`src/rtl/apb_gpio_arbiter.sv`:
```
// Two-requester APB master sharing the GPIO slave; round-robin arbitration by default,
// fixed priority to requester 0 when GPIO_ARB_FIXED_PRIO_EN is defined.
module apb_gpio_arbiter #(
    parameter int                 ADDR_W    = 5,
    parameter int                 DATA_W    = 16,
    parameter logic [ADDR_W-1:0]  TRIS_ADDR = 5'b11110,
    parameter logic [ADDR_W-1:0]  PORT_ADDR = 5'b11111
) (
    input  logic              PCLK,
    input  logic              PRESET,
    input  logic              req0_valid,
    input  logic              req0_write,
    input  logic [ADDR_W-1:0] req0_addr,
    input  logic [DATA_W-1:0] req0_wdata,
    output logic              req0_ready,
    output logic              req0_err,
    output logic [DATA_W-1:0] req0_rdata,
    input  logic              req1_valid,
    input  logic              req1_write,
    input  logic [ADDR_W-1:0] req1_addr,
    input  logic [DATA_W-1:0] req1_wdata,
    output logic              req1_ready,
    output logic              req1_err,
    output logic [DATA_W-1:0] req1_rdata,
    output logic              PSEL,
    output logic              PENABLE,
    output logic              PWRITE,
    output logic [ADDR_W-1:0] PADDR,
    output logic [DATA_W-1:0] PWDATA,
    input  logic [DATA_W-1:0] PRDATA
);

    typedef enum logic [1:0] {IDLE, SETUP, ACCESS, DONE} state_t;

    state_t            state, state_next;
    logic              grant;
    logic              grant_next;
    logic              any_valid;
    logic              legal_next;
    logic              sel_write;
    logic [ADDR_W-1:0] sel_addr;
    logic [DATA_W-1:0] sel_wdata;
`ifndef GPIO_ARB_FIXED_PRIO_EN
    logic              rr_last;
`endif

    always_comb begin
        any_valid = req0_valid | req1_valid;
`ifdef GPIO_ARB_FIXED_PRIO_EN
        grant_next = req0_valid ? 1'b0 : 1'b1;
`else
        if (req0_valid && req1_valid) grant_next = ~rr_last;
        else                          grant_next = ~req0_valid;
`endif
        sel_write  = grant_next ? req1_write : req0_write;
        sel_addr   = grant_next ? req1_addr  : req0_addr;
        sel_wdata  = grant_next ? req1_wdata : req0_wdata;
        // TRIS is write-only; anything outside TRIS/PORT never reaches the bus
        legal_next = (sel_addr == PORT_ADDR) || ((sel_addr == TRIS_ADDR) && sel_write);

        state_next = state;
        case (state)
            IDLE:    if (any_valid) state_next = legal_next ? SETUP : DONE;
            SETUP:   state_next = ACCESS;
            ACCESS:  state_next = DONE;
            DONE:    state_next = IDLE;
            default: state_next = IDLE;
        endcase
    end

    always_ff @(posedge PCLK) begin
        if (PRESET) state <= IDLE;
        else        state <= state_next;
    end

    always_ff @(posedge PCLK) begin
        if (PRESET) begin
            grant      <= 1'b0;
`ifndef GPIO_ARB_FIXED_PRIO_EN
            rr_last    <= 1'b1;
`endif
            PSEL       <= 1'b0;
            PENABLE    <= 1'b0;
            PWRITE     <= 1'b0;
            PADDR      <= '0;
            PWDATA     <= '0;
            req0_ready <= 1'b0;
            req0_err   <= 1'b0;
            req0_rdata <= '0;
            req1_ready <= 1'b0;
            req1_err   <= 1'b0;
            req1_rdata <= '0;
        end else begin
            req0_ready <= 1'b0;
            req0_err   <= 1'b0;
            req1_ready <= 1'b0;
            req1_err   <= 1'b0;
            case (state)
                IDLE: begin
                    if (any_valid) begin
                        grant   <= grant_next;
`ifndef GPIO_ARB_FIXED_PRIO_EN
                        rr_last <= grant_next;
`endif
                        if (legal_next) begin
                            PSEL   <= 1'b1;
                            PWRITE <= sel_write;
                            PADDR  <= sel_addr;
                            PWDATA <= sel_wdata;
                        end else if (grant_next) begin
                            req1_ready <= 1'b1;
                            req1_err   <= 1'b1;
                        end else begin
                            req0_ready <= 1'b1;
                            req0_err   <= 1'b1;
                        end
                    end
                end
                SETUP: PENABLE <= 1'b1;
                ACCESS: begin
                    // GPIO has no PREADY, so the access phase always ends here
                    PSEL    <= 1'b0;
                    PENABLE <= 1'b0;
                    if (grant) begin
                        req1_ready <= 1'b1;
                        if (!PWRITE) req1_rdata <= PRDATA;
                    end else begin
                        req0_ready <= 1'b1;
                        if (!PWRITE) req0_rdata <= PRDATA;
                    end
                end
                default: ;
            endcase
        end
    end

endmodule
```
`config.mk`:
```
export PLATFORM = sky130hd
export DESIGN_NAME = apb_gpio_arbiter
export DESIGN_NICKNAME = d
export VERILOG_FILES = /design/src/rtl/apb_gpio_arbiter.sv
export SDC_FILE = /design/constraint.sdc
export NUM_CORES = 1
export LEC_CHECK = 0
export ABC_CLOCK_PERIOD_IN_PS = 4900
export BUFFER_PORTS_ARGS = -buffer_cell sky130_fd_sc_hd__buf_4
export CAP_MARGIN = 10
export CORE_AREA = 2 2 85 87
export CTS_CLUSTER_DIAMETER = 60
export DETAILED_ROUTE_END_ITERATION = 12
export DIE_AREA = 0 0 87 89
export PLACE_DENSITY_LB_ADDON = 0.2
export RECOVER_POWER = 100
export SYNTH_ARGS = -nofsm -noshare
export SYNTH_HDL_FRONTEND = slang
export SYNTH_SLANG_ARGS = --single-unit
```
`constraint.sdc`:
```
create_clock -name PCLK -period 4.9 [get_ports PCLK]
set_clock_uncertainty 0.1 [all_clocks]
set_input_delay 0.49 -clock PCLK [delete_from_list [all_inputs] [get_ports PCLK]]
set_output_delay 0.49 -clock PCLK [all_outputs]
set_load 0.05 [all_outputs]
```
==> impl_results.md <==
- CP Data Arrival Time: 3.33 ns
- Final setup viols: 0
- RR Startpoint: rr_last$_SDFFE_PP1P_
- Vias per Instance: 5.48
- Nets: 508
- Total power draw: 1590 uW
- Kind of path behind the tightest hold check: primary input to flop
- RD Place Congestion: 0.755
- Worst path max stage delay: 0.93 ns
- # DRC: 0
- Critical path's slowest cell: o2111a_1
- First-pass GRT wire length: 12.7 mm
- Register area: 1280 um2
- DRT antenna net count: 0
- PwrDens: 422 nW/um2
- DP Wirelength: 5.49 mm
- Crit. End Element: flop
- Async SR Flop Fraction: 0%
- Post-Synthesis Cells: 341
- CTS tree: yes
- RSZ-0062 raised after global routing: false
- WL/cell: 15.7 um
- Worst Setup Start Kind: flop
- Setup CP Type: flop to flop
- Crit path time final: 3.18 ns
- Crit path cell chain: nand2b_1 -> o2111a_1 -> o21ai_0 -> a221oi_2
- Clk pin slew, worst setup/hold paths: 0.07 ns
- Commonest non-fill, non-tap cell in the layout: nand2_1
- EDFF count, synth: 0
- Clk_lat worst skew: 0.34 ns
- Port Buffer Count: 123
- DR pass1 iterations: 5
- # clock sinks: 64
- Initial antenna violation count: 0
- Number of CTS-inserted buffers: 9
- Period utilisation layout: 64.8%
- Via count: 2884
- Critical path launch point: rr_last$_SDFFE_PP1P_
- Post-CTS sizing: 0
- Peak fanout along the critical path: 38
- Number of global-route vias before repair: 2570
- Initial Util: 44.4%
- H-Tree Depth: 3
- Root buffer cell: clkbuf_8
- Total Routing Usage GR: 21.0%
- Netlist cell types: 34
- Leak: 0.00138 uW
- Row cnt: 30
- Flops & latches, synth: 64
- Core area: 6720 um2
- WP data required: 5.06 ns
- Die area: 7740 um2
- Final core occ: 56.2%
- GRT Residual Overflow: 0
- Main flop type after synthesis: dfxtp_1
- R2R depth: 4
- Worst hold stages: 3
- Worst Path Buf+Inv: 0
- Synth Cell Area: 2990 um2
- Worst reg2reg endpoint: PSEL$_SDFFE_PP0P_
- Critical Path End: PSEL$_SDFFE_PP0P_
- Layout cell share with drive strength beyond 1: 23.3%
- Yosys Warn Count: 0
- Fmax achieved: 315 MHz
- Critical path depth: 4
- Boundary Pins: 124
- Fill count: 676
- Largest net degree at the start of global routing: 65
- Post-CTS setup buffer count: 0
- Area of the multi-input gates: 1460 um2
- Status: finished clean
- Die width: 87 um
- Antenna fix cells: 0
- Syn Nets: 407
- Worst slew margin: 19.9%
- DR iter-0 viols: 112
- Syn_area_per_cell: 8.75 um2
- Routed wire length: 8.27 mm
- Final Hold Viols: 0
- R2R setup slack: 1.72 ns
- Final setup TNS: 0 ns
- Area Overhead vs Synth: 26.4%
- Die height: 89 um
- Most frequent cells in the layout: 68 x nand2_1, 65 x buf_4, 64 x dfxtp_1, 62 x clkbuf_1, 48 x a21oi_1
- Register area share after synthesis: 42.9%
- Slew Limit Fails: 0
- Hold buffers post-CTS: 0
- Max Cap Viol: 0
- Worst IR drop on VDD: 251 uV
- Clock Tree Buf Depth: 2
- Worst Tran Pin Value: 1.20 ns
- Crit-path leading delay family: compound AO/OA/AOI/OAI gates
report_power, final:
part | total, uW | leakage (uW) | switching, uW | internal (uW)
clock | 436 | 0.0000989 | 193 | 243
combinational | 545 | 0.000763 | 407 | 138
sequential | 610 | 0.000520 | 30.0 | 580
synth_stat cells (all sizes together), types with 4 or more instances:
cell	count	area, um2
nand2	68	255
dfxtp	64	1280
a21oi	58	328
o221ai	37	387
clkbuf	19	77.6
a21boi	18	135
and3	18	113
buf	17	126
inv	8	30.0
nor2	8	30.0
nand2b	4	25.0
o21ai	4	31.3
per-stage QoR:
step	hold WS (ns)	worst slack, ns	instances	cell area (um2)
floorplan	0.344	3.27	341	2990
global placement	0.342	1.95	511	3830
detailed placement	0.345	1.89	511	3830
CTS	0.289	2.06	526	4010
global route	0.290	1.46	526	3770
finish	0.301	1.72	526	3770
cell families after synthesis:
family                   share of synthesized area [%]
adder cells (fa/ha/maj)                          0.838
flip-flops                                        42.9
AO/OA/AOI/OAI                                     32.1
AND/OR/NAND/NOR                                   16.3
buffers and inverters                             7.84
state kept, by name, summed over array words and instances (netlist names):
name,count
grant,1
rr_last,1
PSEL,1
req0_rdata,16
state,2
req1_ready,1
req0_ready,1
req1_err,1
req0_err,1
req1_rdata,16
PENABLE,1
PWDATA,16
PWRITE,1
PADDR,5
layout make-up:
type | count | share of cell area (%)
Clock buffer | 11 | 3.75
Inverter | 8 | 0.796
Tap cell | 80 | 2.65
Multi-Input combinational cell | 233 | 38.7
Timing Repair Buffer | 126 | 19.0
Sequential cell | 64 | 34.0
Clock inverter | 4 | 1.19
per-layer routing:
layer | global-route usage, % | wire length [um] | vias to the layer above
met1 | 27.7 | 3650 | 1351
met5 | 0 | 0 | -
li1 | - | - | 1429
met3 | 6.46 | 503 | 12
met2 | 33.2 | 4020 | 92
met4 | 6.68 | 97 | 0
worst min path at each step:
stage | startpoint | endpoint | slack (ns)
after floorplan | grant$_SDFFE_PP0P_ | grant$_SDFFE_PP0P_ | 0.34
after CTS | PRDATA[11] | req1_rdata[11]$_SDFFE_PP0P_ | 0.29
after detailed placement | PADDR[4]$_SDFFE_PP0P_ | PADDR[4]$_SDFFE_PP0P_ | 0.34
final | PRDATA[11] | req1_rdata[11]$_SDFFE_PP0P_ | 0.30
after global routing | PRDATA[9] | req1_rdata[9]$_SDFFE_PP0P_ | 0.29
after global placement | PADDR[2]$_SDFFE_PP0P_ | PADDR[2]$_SDFFE_PP0P_ | 0.34
worst reg2reg max path, delay by kind of cell (launching register included):
family,cells,cell delay [ns]
AOI/OAI and AO/OA,3,1.76
and+or+nand+nor,1,0.87
DFF,1,0.37
Note: power is estimated with default switching activity, not from simulation.
